[src/rtl/digit_counter.sv]
// Two-digit hex/BCD up/down counter advanced by a free-running clock prescaler.
// Digits, tick and tc are registered; priority is rst > load > step > hold.
module digit_counter #(
   parameter int unsigned DIV = 50000000,
   parameter int unsigned PW  = 26
) (
   input  logic       clk,
   input  logic       rst,
   input  logic       en,
   input  logic       up,
   input  logic       bcd,
   input  logic       load,
   input  logic [7:0] load_val,
   output logic [3:0] digit0,
   output logic [3:0] digit1,
   output logic       tick,
   output logic       tc
);

   localparam logic [PW-1:0] PresMax = PW'(DIV - 1);

   logic [PW-1:0] presc_q, presc_d;
   logic [3:0]    digit0_q, digit0_d;
   logic [3:0]    digit1_q, digit1_d;
   logic          tick_q, tick_d;
   logic          tc_q, tc_d;

   logic          step;
   logic [7:0]    hex_val;
   logic [3:0]    b0, b1;
   logic [3:0]    nxt0, nxt1;
   logic          wrap;

   function automatic logic [3:0] clamp9(input logic [3:0] n);
      return (n > 4'd9) ? 4'd9 : n;
   endfunction

   assign step = en && (presc_q == PresMax);

   // Candidate digit values for a step; only committed when step wins priority.
   always_comb begin
      hex_val = {digit1_q, digit0_q};
      b0      = clamp9(digit0_q);
      b1      = clamp9(digit1_q);
      nxt0    = '0;
      nxt1    = '0;
      wrap    = 1'b0;
      if (!bcd) begin
         if (up) begin
            {nxt1, nxt0} = hex_val + 8'd1;
            wrap         = (hex_val == 8'hFF);
         end else begin
            {nxt1, nxt0} = hex_val - 8'd1;
            wrap         = (hex_val == 8'h00);
         end
      end else if (up) begin
         if (b0 == 4'd9) begin
            nxt0 = 4'd0;
            if (b1 == 4'd9) begin
               nxt1 = 4'd0;
               wrap = 1'b1;
            end else begin
               nxt1 = b1 + 4'd1;
            end
         end else begin
            nxt0 = b0 + 4'd1;
            nxt1 = b1;
         end
      end else begin
         if (b0 == 4'd0) begin
            nxt0 = 4'd9;
            if (b1 == 4'd0) begin
               nxt1 = 4'd9;
               wrap = 1'b1;
            end else begin
               nxt1 = b1 - 4'd1;
            end
         end else begin
            nxt0 = b0 - 4'd1;
            nxt1 = b1;
         end
      end
   end

   always_comb begin
      presc_d  = presc_q;
      digit0_d = digit0_q;
      digit1_d = digit1_q;
      tick_d   = 1'b0;
      tc_d     = 1'b0;
      if (load) begin
         presc_d  = '0;
         digit1_d = bcd ? clamp9(load_val[7:4]) : load_val[7:4];
         digit0_d = bcd ? clamp9(load_val[3:0]) : load_val[3:0];
      end else if (step) begin
         presc_d  = '0;
         digit0_d = nxt0;
         digit1_d = nxt1;
         tick_d   = 1'b1;
         tc_d     = wrap;
      end else if (en) begin
         presc_d = presc_q + PW'(1);
      end
   end

   always_ff @(posedge clk) begin
      if (rst) begin
         presc_q  <= '0;
         digit0_q <= '0;
         digit1_q <= '0;
         tick_q   <= 1'b0;
         tc_q     <= 1'b0;
      end else begin
         presc_q  <= presc_d;
         digit0_q <= digit0_d;
         digit1_q <= digit1_d;
         tick_q   <= tick_d;
         tc_q     <= tc_d;
      end
   end

   assign digit0 = digit0_q;
   assign digit1 = digit1_q;
   assign tick   = tick_q;
   assign tc     = tc_q;

endmodule

[config.mk]
export PLATFORM = sky130hd
export DESIGN_NAME = digit_counter
export DESIGN_NICKNAME = d
export VERILOG_FILES = /design/src/rtl/digit_counter.sv
export SDC_FILE = /design/constraint.sdc
export NUM_CORES = 1
export LEC_CHECK = 0
export CAP_MARGIN = 5
export CORE_UTILIZATION = 55
export DETAILED_ROUTE_END_ITERATION = 10
export PLACE_DENSITY = 0.77
export SYNTH_ARGS = -nofsm -noshare
export SYNTH_HDL_FRONTEND = slang
export SYNTH_SLANG_ARGS = --single-unit
[constraint.sdc]
create_clock -name clk -period 2.7 [get_ports clk]
set_clock_uncertainty 0.05 [all_clocks]
set_input_delay 0.675 -clock clk [delete_from_list [all_inputs] [get_ports clk]]
set_output_delay 0.675 -clock clk [all_outputs]
set_load 0.02 [all_outputs]
# Word level (Yosys, flattened, before mapping)

Index checks and enable logic that the tools add are counted.

$add $sub $neg: 7
Muxes and demuxes: 30
Reductions and logical operators: 8
Bitwise logic cells: 1
Magnitude comparators: 4
Equal/unequal tests: 4

Operators by type and width:

| cell                    | count |
|---|---|
| $mux W4                 | 22 |
| $add A26 B1 Y26 const B | 1 |
| $eq A26 B26 Y1 const B  | 1 |
| $gt A4 B4 Y1 const B    | 4 |
| $add A4 B1 Y4 const B   | 2 |
| $add A8 B1 Y8 const B   | 1 |
| $eq A4 B4 Y1 const B    | 2 |
| $eq A8 B8 Y1 const B    | 1 |
| $logic_not A4 Y1        | 2 |
| $logic_not A8 Y1        | 1 |
| $mux W1                 | 8 |
| $sub A4 B1 Y4 const B   | 2 |
| $sub A8 B1 Y8 const B   | 1 |
| $reduce_or A3 Y1        | 2 |
| $reduce_bool A2 Y1      | 1 |
| $reduce_or A2 Y1        | 1 |
| $logic_and A1 B1 Y1     | 1 |
| $not A1 Y1              | 1 |

Logic and storage cells: 59
Register bits: 36
Output and inout port bits: 10

# Depth between registers and ports, before layout

Depth after elaboration: 9
Mapped depth: 8
Mapped depth without buffers: 7

# Worst setup path after synthesis

Ideal clock, no wire load.

Kind: register -> register
Start: register digit0_q[0] (netlist: digit0[0])
End: register digit1_q[1] (netlist: digit1[1])
Required time: 2.547 ns
Cell stages (with the launch flop): 9
Path buffers: 1
Data arrival time: 2.078 ns
Setup slack: 0.468 ns
Setup time: 0.103 ns
Cell sequence: dfxtp_1 > buf_6 > inv_1 > ha_1 > o21bai_1 > o2111ai_1 > xnor2_1 > a311oi_1 > a2111oi_2

Word-level cells in the longest chain between the ends: 8
Elaborated cells on any way between the ends: 13
Those cells by class: add/sub: 2; order compare: 1; eq/ne: 1; mux: 8; reduce/logical: 1

RTL lines:

| what                                                    | RTL line | text |
|---|---|---|
| start, declared                                         | 23       | `logic [3:0] digit0_q, digit0_d;` |
| start signal, assigned                                  | 115      | `digit0_q <= digit0_d;` |
| $gt A4 B4 Y1                                            | 35       | `return (n > 4'd9) ? 4'd9 : n;` |
| $mux W4                                                 | 35       |  |
| $eq A4 B4 Y1 / $logic_not A4 Y1 (equally long branches) | 57, 70   |  |
| $mux W4 (on tied branches)                              | 57, 70   |  |
| $mux W4                                                 | 56       | `end else if (up) begin` |
| $mux W4 (*)                                             | 48       | `if (!bcd) begin` |
| $mux W4 (*)                                             | 95       | `end else if (step) begin` |
| $mux W4 (*)                                             | 91       | `if (load) begin` |
| end signal, assigned                                    | 116      | `digit1_q <= digit1_d;` |
| end, declared                                           | 24       | `logic [3:0] digit1_q, digit1_d;` |

Mark *: on every way between the ends. The rest lies on a longest branch, timed or not. The select of a mux whose other input is x is not followed.
A chain may end at the register's enable or synchronous reset.

# Worst setup path after layout

Start: register digit1_q[1] (netlist: digit1[1])
End: output port digit1[1]

RTL lines:

| what          | RTL line | text |
|---|---|---|
| end, declared | 15       | `output logic [3:0] digit1,` |

No word-level cell between the ends.

==> impl_metrics.yaml <==
clock_tree:
  clockRootBuffer: "clkbuf_8"
  cts_setup_buffers: 0
  cts_tree: "built"
  cts_max_path_buffers: 2
  numClockSinks: 36
  clkTransAtPathRegs_ns: 0.08
  htree_levels: 2
  numCtsBuffers: 5
  clkLatencyLatePin_ns: 0.29
  cts_resized: 0
  cts_hold_buf: 0
synthesis:
  ys_types: 62
  yosysSeqAreaShare: 0.294
  synth.net_count: 329
  async_flop_share: 0
  ys_top_cells_by_count: "nor2_1 (39), dfxtp_1 (36), nand2_1 (26)"
  synth_warnings: 0
  synth_top_flop_cell: "dfxtp_1"
  synth.most_common_cell: "nor2_1"
  syn-cell-area_um2: 2450
  ys_ff_latch: 36
  synthCells: 310
  yosys-top-cells-area: "dfxtp_1 (29%), xnor2_1 (7.5%), nor2_1 (6.0%)"
  avgSynthCellArea_um2: 7.91
  synth_edf_count: 0
  synth_top_cell_by_area: "dfxtp_1"
  synth_top_area_share: 0.294
critical_path:
  crit_start: "digit1[1]"
  cp.required_ns: 1.98
  critical_path_arrival_ns: 1.63
  cp_num_cells: 1
  reg2reg_to: "digit1[1]"
  reg2regPathDepth: 7
  max_stage_delay_ns: 0.70
  critPathMaxFanout: 13
  r2r-start: "digit0[0]"
  crit_end: "digit1[1]"
  r2r_slack_ns: 0.44
  critical-path-top-delay-family: "buffers and inverters"
  crit_chain: "clkdlybuf4s50_1"
  crit_type: "reg2out"
  cp-end-kind: "output port"
  crit_buf_inv: 1
  critPathSlowestCell: "clkdlybuf4s50_1"
  cp-start-kind: "register"
cells_and_area:
  utilization: 0.687
  n_fill_cell: 357
  seqCellArea_um2: 721
  multi_input_area_um2: 1580
  area_growth_syn_to_layout_pct: 16.1
  drive_gt1_frac: 0.107
  antennaDiodeCount: 0
  finalNetCount: 353
  final_cell_area_um2: 2850
floorplanning:
  io_pins: 24
  rows: 23
  die_h_um: 68.8
  die_x_um: 68.8
  start_util: 0.591
  core_um2: 4140
  die_area_um2: 4730
route:
  drc: 0
  vias: 2304
  ant_nets: 0
  via_per_inst: 5.98
  dr.first_iter.drc_count: 247
  routedWlPerCell_um: 14.8
  firstDrtPassIters: 4
  wl_um: 5700
global_route:
  grt_overflow: 0
  grt_max_degree: 26
  antenna_found_initial: 0
  grt_pass1_vias: 2068
  track_usage: 0.260
  grt_pass1_wl_um: 9110
hold_path:
  min_path_type: "reg2reg"
  worstHoldStart: "presc_q[25]"
power:
  power_mw: 1.19
  p_per_area_nw_per_um2: 417
  leakage_nw: 1.00
  ir_drop_mv: 0.360
sta:
  rsz0062_at_grt: "no"
  finalCriticalPeriod_ns: 2.35
  maxSlewViolCount: 0
  fin_crit_sh: 0.871
  slew_headroom: 0.616
  hold_viol: 0
  final.setup.tns_ns: 0
  setup_slack_ns: 0.349
  tightestPinTransition_ns: 0.575
  max_freq_mhz: 425
  final-setup-viol-count: 0
placement:
  hpwl_um: 4110
  dp_slack_ns: 0.105
  place_area_um2: 2760
  place_congestion: 0.870
  port_buffers: 23
flow_run:
  drv_cap: 0
run_status:
  status: "finished, final reports clean"
## cell usage in the layout, fill, tap and decap left out, types with 4 or more instances in the layout
| cell | Yosys | final |
|---|---|---|
| nor2_1 | 39 | 39 |
| dfxtp_1 | 36 | 36 |
| nand2_1 | 26 | 26 |
| clkdlybuf4s50_1 | 0 | 23 |
| xnor2_1 | 21 | 21 |
| buf_4 | 1 | 14 |
| nand3_1 | 13 | 13 |
| inv_1 | 12 | 12 |
| nor3_1 | 12 | 12 |
| xor2_1 | 11 | 11 |
| and3_1 | 9 | 9 |
| nor4_1 | 7 | 7 |
| nand4_1 | 7 | 7 |
| a31oi_1 | 7 | 7 |
| a21oi_1 | 7 | 7 |
| mux2i_1 | 5 | 5 |
| nor2b_1 | 5 | 5 |
| o21ai_0 | 5 | 5 |
| ha_1 | 5 | 5 |
| clkbuf_8 | 0 | 5 |
| or3_1 | 4 | 4 |
| o2111ai_1 | 4 | 4 |
## area by class of cell
class	instances	share of cell area
sequential	36	0.253
inverter	12	0.0158
clock inverter	3	0.00659
clock buffer	5	0.0242
multi-input combinational	241	0.553
tap	50	0.0220
timing repair buffer	38	0.125
## worst min-delay path by stage
stage                  end  slack (ns)  cells past startpoint
6_report       presc_q[25]        0.47                      2
5_1_grt        presc_q[25]        0.49                      2
4_1_cts        presc_q[25]        0.47                      2
3_5_place_dp   presc_q[25]        0.45                      2
3_3_place_gp   presc_q[25]        0.44                      2
2_1_floorplan   presc_q[5]        0.43                      2
## power by group
group	total [mW]	internal, mW	switching [mW]
registers	0.562	0.540	0.0220
logic	0.245	0.115	0.130
clock network	0.381	0.180	0.201
## through the flow
step | instances | hold WS, ns
global placement | 377 | 0.444
global route | 385 | 0.490
finish | 385 | 0.470
floorplan | 310 | 0.427
CTS | 385 | 0.474
detailed placement | 377 | 0.453
## worst min-delay path, delay by kind of cell, from the launching register on
kind,cells,cell delay (ns)
DFF,1,0.34
xor gates and xnor gates,1,0.08
and+or+nand+nor,1,0.07
## metal layers
layer | vias to the layer above | wire, µm | share of wire | global-route usage
met1 | 1083 | 2590 | 0.45 | 0.300
met3 | 5 | 206 | 0.036 | 0.0493
li1 | 1167 | - | - | -
met4 | 0 | 59 | 0.010 | 0.0765
met5 | - | 0 | 0 | 0
met2 | 49 | 2850 | 0.50 | 0.482
## cell families (layout without fill, tap and decap cells)
| kind of cell | count (synthesis) | in the layout | share of synthesized area |
|---|---|---|---|
| AND/OR/NAND/NOR | 144 | 144 | 0.314 |
| XOR/XNOR | 32 | 32 | 0.114 |
| flip-flops | 36 | 36 | 0.294 |
| AO/OA/AOI/OAI | 54 | 54 | 0.163 |
| adder cells (fa/ha/maj) | 5 | 5 | 0.0255 |
| buffers and inverters | 33 | 58 | 0.0633 |
| multiplexers | 6 | 6 | 0.0250 |
## registers in the layout (all words and copies together) (netlist names)
signal and cells:
presc_q 26, digit0 4, digit1 4, tick 1, tc 1
Note: power is estimated with default switching activity, not from simulation.
==> patch 1 (same flow settings) <==
Change the parameter `PW` from 26 to 52.
--- a/src/rtl/digit_counter.sv
+++ b/src/rtl/digit_counter.sv
@@ -2,7 +2,7 @@
 // Digits, tick and tc are registered; priority is rst > load > step > hold.
 module digit_counter #(
    parameter int unsigned DIV = 50000000,
-   parameter int unsigned PW  = 26
+   parameter int unsigned PW  = 52
 ) (
    input  logic       clk,
    input  logic       rst,
Formal check against the unedited RTL: no difference found for any inputs over 10 cycles, from zero or initial values and one cycle with rst high; that may be too few to reach the edited logic, so the function may still have changed.
==> patch 1 against the unedited design <==
Combinational power down 8%. Setup slack worse by 77 ps. Critical path depth unchanged. Synthesized area up 50%. Register-to-register slack worse by 130 ps. Die area up 48%. Sequential share of layout area up 4.3 points. Wire length up 47%. Sequential cell count up 26. Power up 55%. Clock power up 77%. Sequential power up 68%. Design area up 47%. Critical path type unchanged. Largest cell class unchanged.
==> patch 1: results (changes against the unedited design) <==
top cell type's share of synthesized area -> 33.8% (+4.4 points)
period utilisation layout -> 89.9% (+2.8 points)
pre-CTS WS -> -27.2 ps (-132 ps)
Pleak -> 1.40 nW (+39%)
hold path startpoint -> presc_q[34]
Global Route Usage Sum -> 25.6% (-0.38 points)
RR Startpoint -> presc_q[25]
DR vias -> 3354 (+46%)
cts bufs inserted -> 9 (+4)
status -> finished, final reports clean
largest net degree at the start of global routing -> 43 (+65%)
peak supply drop -> 0.384 mV (+6.5%)
dpl hpwl -> 5.91 mm (+44%)
first-pass GRT wire length -> 14.5 mm (+59%)
hold path endpoint -> presc_q[34]
Sequential Power -> 0.945 mW (+68%)
hold slack -> 457 ps (-13.3 ps)
Reg2Reg Depth -> 6 (-1)
R2R Setup Slk -> 310 ps (-130 ps)
Placed Cells -> 546 (+45%)
initial DRC count -> 246 (-0.40%)
Arrival @ worst endpoint -> 1700 ps (+70 ps)
crit-path max FO -> 17 (+4)
Via density -> 5.98 (about the same)
worst flop-to-flop path endpoint -> digit1[3]
Sequential Power Share -> 51.2% (+3.9 points)
Mapped Cells -> 453 (+46%)
crit path from -> digit0[3]
CTS H-tree depth -> 3 (+1)
layout cells sized above 1 -> 13.6% (+2.9 points)
final wirelength -> 8.39 mm (+47%)
Net Count, Synth -> 472 (+43%)
Clock Latency Late Sink -> 340 ps (+50 ps)
Sw Ratio -> 27.1% (-2.7 points)
## patch 1: cell count changes after synthesis, moves of 10 or more
cell,before,now
xor2_1,11,23
nor2_1,39,75
dfxtp_1,36,62
nand4_1,7,19
xnor2_1,21,31
nand3_1,13,24
## patch 1: cells by family (layout without fill, tap and decap cells)
logic type	count (synthesis)	count (layout)	share of synthesized area, %
adders and majority gates	5	5	1.70
xor gates and xnor gates	54	54	12.9
AOI/OAI and AO/OA	64	64	12.4
and+or+nand+nor	228	228	34.3
DFF	62	62	33.8
buffers and inverters	38	69	4.42
muxes	2	2	0.545
## patch 1: area by class of cell
class / instances / area, µm²
multi-input combinational: 353 / 2270
fill: 527 / 2190
sequential: 62 / 1240
timing repair buffer: 41 / 378
clock buffer: 10 / 128
tap: 77 / 96.3
inverter: 13 / 48.8
clock inverter: 5 / 27.5
## patch 1: routing by layer
layer	GRT usage, %	vias to the layer above	wire [µm]
met5	0	-	0
met2	39.2	84	3940
met1	33.9	1583	3920
li1	-	1673	-
met3	6.63	14	369
met4	11.7	0	158
==> patch 2 (same flow settings) <==
Without the edit above. Register the inputs `en`, `up`, `bcd`, `load` and `load_val` before use. The logic sees them one clock later. Comments in the files are not updated.
--- a/src/rtl/digit_counter.sv
+++ b/src/rtl/digit_counter.sv
@@ -19,6 +19,20 @@
 
    localparam logic [PW-1:0] PresMax = PW'(DIV - 1);
 
+   logic en_q;
+   logic up_q;
+   logic bcd_q;
+   logic load_q;
+   logic [7:0] load_val_q;
+
+   always_ff @(posedge clk) begin
+      en_q       <= en;
+      up_q       <= up;
+      bcd_q      <= bcd;
+      load_q     <= load;
+      load_val_q <= load_val;
+   end
+
    logic [PW-1:0] presc_q, presc_d;
    logic [3:0]    digit0_q, digit0_d;
    logic [3:0]    digit1_q, digit1_d;
@@ -35,7 +49,7 @@
       return (n > 4'd9) ? 4'd9 : n;
    endfunction
 
-   assign step = en && (presc_q == PresMax);
+   assign step = en_q && (presc_q == PresMax);
 
    // Candidate digit values for a step; only committed when step wins priority.
    always_comb begin
@@ -45,15 +59,15 @@
       nxt0    = '0;
       nxt1    = '0;
       wrap    = 1'b0;
-      if (!bcd) begin
-         if (up) begin
+      if (!bcd_q) begin
+         if (up_q) begin
             {nxt1, nxt0} = hex_val + 8'd1;
             wrap         = (hex_val == 8'hFF);
          end else begin
             {nxt1, nxt0} = hex_val - 8'd1;
             wrap         = (hex_val == 8'h00);
          end
-      end else if (up) begin
+      end else if (up_q) begin
          if (b0 == 4'd9) begin
             nxt0 = 4'd0;
             if (b1 == 4'd9) begin
@@ -88,17 +102,17 @@
       digit1_d = digit1_q;
       tick_d   = 1'b0;
       tc_d     = 1'b0;
-      if (load) begin
+      if (load_q) begin
          presc_d  = '0;
-         digit1_d = bcd ? clamp9(load_val[7:4]) : load_val[7:4];
-         digit0_d = bcd ? clamp9(load_val[3:0]) : load_val[3:0];
+         digit1_d = bcd_q ? clamp9(load_val_q[7:4]) : load_val_q[7:4];
+         digit0_d = bcd_q ? clamp9(load_val_q[3:0]) : load_val_q[3:0];
       end else if (step) begin
          presc_d  = '0;
          digit0_d = nxt0;
          digit1_d = nxt1;
          tick_d   = 1'b1;
          tc_d     = wrap;
-      end else if (en) begin
+      end else if (en_q) begin
          presc_d = presc_q + PW'(1);
       end
    end
Function: changed (a bounded check fails within 4 cycles, from zero or initial values and one cycle with rst high).
==> patch 2 against the unedited design <==
The run now ends with DRC left. Setup slack worse by 49 ps. Hold slack worse by 58 ps. Die area is 5.5% higher. Power is 19% higher. Sequential cell count is 12 higher. Synthesized area is 5.6% higher. Count of clock-buffer cells in the layout is 1 higher. Global-route usage is 2.2 points lower. Non-clock buffer count is 4 lower. Design area is 4.9% higher. Wire length is 2.3% lower. Largest power group unchanged.
==> patch 2: results (changes against the unedited design) <==
Global Route Usage Sum -> 23.8% (-2.2 points)
Reg area -> 961 µm² (+33%)
initial DRC count -> 230 (-6.9%)
area of the multi-input gates -> 1510 µm² (-4.0%)
number of global-route vias before repair -> 2035 (-1.6%)
R2R Setup Slk -> 300 ps (-140 ps)
pre-CTS WS -> 368 ps (+263 ps)
fillers -> 393 (+10%)
number of synthesized register bits -> 48 (+33%)
Arrival @ worst endpoint -> 2570 ps (+940 ps)
hold path endpoint -> digit0[0]
Seq/Total Area, Yosys -> 37.1% (+7.7 points)
Reg2Reg Depth -> 6 (-1)
leading cell types by count after synthesis -> dfxtp_1 (48), nor2_1 (40), nand2_1 (23)
met1 wire length -> 2.75 mm (+6.3%)
Final clock-cell share -> 3.23% (+0.15 points)
hold path startpoint -> load_val_q[0]
DR vias -> 2268 (-1.6%)
synth unique cells -> 56 (-9.7%)
RD Place Congestion -> 0.863 (-0.80%)
clock root cell -> clkbuf_8
die area -> 4990 µm² (+5.5%)
Worst Max-Slew Pin Slew -> 694 ps (+119 ps)
Area contributors post-synth -> dfxtp_1 (37%), nor2_1 (5.8%), xor2_1 (5.4%)
Non-clk bufs -> 34 (-11%)
Pleak -> 1.03 nW (+2.6%)
min Tclk post-route -> 2400 ps (+49.2 ps)
failing checks -> DRC
NonClk Buf Share -> 10.5% (-2.0 points)
largest net degree at the start of global routing -> 28 (+7.7%)
status -> finished with violations
dpl hpwl -> 3.94 mm (-4.0%)
crit-path max FO -> 9 (-4)
drc violations -> 4 (+4)
layout cells sized above 1 -> 9.28% (-1.5 points)
Nets -> 352 (-0.28%)
Routed met3 length -> 359 µm (+74%)
DRT Pass-1 Iters -> 7 (+3)
CLK BUF -> 6 (+1)
routed len/inst -> 14.4 µm (-2.6%)
peak supply drop -> 0.317 mV (-12%)
Post-Place Cell Area -> 2890 µm² (+4.7%)
first-pass GRT wire length -> 9.60 mm (+5.4%)
RR Startpoint -> presc_q[17]
## patch 2: power by group
part	total, mW	internal, mW	switching (mW)
clock	0.452	0.210	0.243
sequential	0.756	0.726	0.0306
combinational	0.207	0.0982	0.109
total	1.42	1.03	0.382
## patch 2: per-stage QoR
step	hold slack, ps	cells	util (%)
after floorplan	384	310	-
after global placement	402	378	65.0
after detailed placement	405	378	65.0
after CTS	417	386	67.2
after global routing	452	386	67.2
final	412	386	67.2
## patch 2: how the worst max path moves through the flow
| stage | startpoint | end | cells past startpoint |
|---|---|---|---|
| after CTS | presc_q[7] | digit1[1] | 6 |
| after global routing | presc_q[7] | digit0[3] | 6 |
| after detailed placement | presc_q[7] | digit1[1] | 6 |
| after floorplan | digit0[0] | tc | 8 |
| after global placement | presc_q[17] | digit1[1] | 6 |
| final | presc_q[17] | digit1[1] | 6 |
## patch 2: cells by family after synthesis
logic type | count (synthesis) | share of synthesized area (%)
AND/OR/NAND/NOR | 137 | 27.7
buffers and inverters | 28 | 4.45
AO/OA/AOI/OAI | 57 | 15.8
multiplexers | 5 | 2.42
adder cells (fa/ha/maj) | 5 | 2.42
XOR/XNOR | 30 | 10.1
flip-flops | 48 | 37.1
## patch 2: metal layers
layer | vias to the layer above | GRT usage [%]
met5 | - | 0
met4 | 0 | 6.67
met3 | 11 | 4.84
met2 | 73 | 34.2
met1 | 1030 | 36.2
li1 | 1154 | -
## patch 2: worst max-delay path, cell delays in order, from the launching register on
cell and delay [ps]:
dfxtp_1 430, or4b_1 510, nor4_4 240, and3_1 410
o21ai_2 100, a211o_1 310, a221oi_2 270
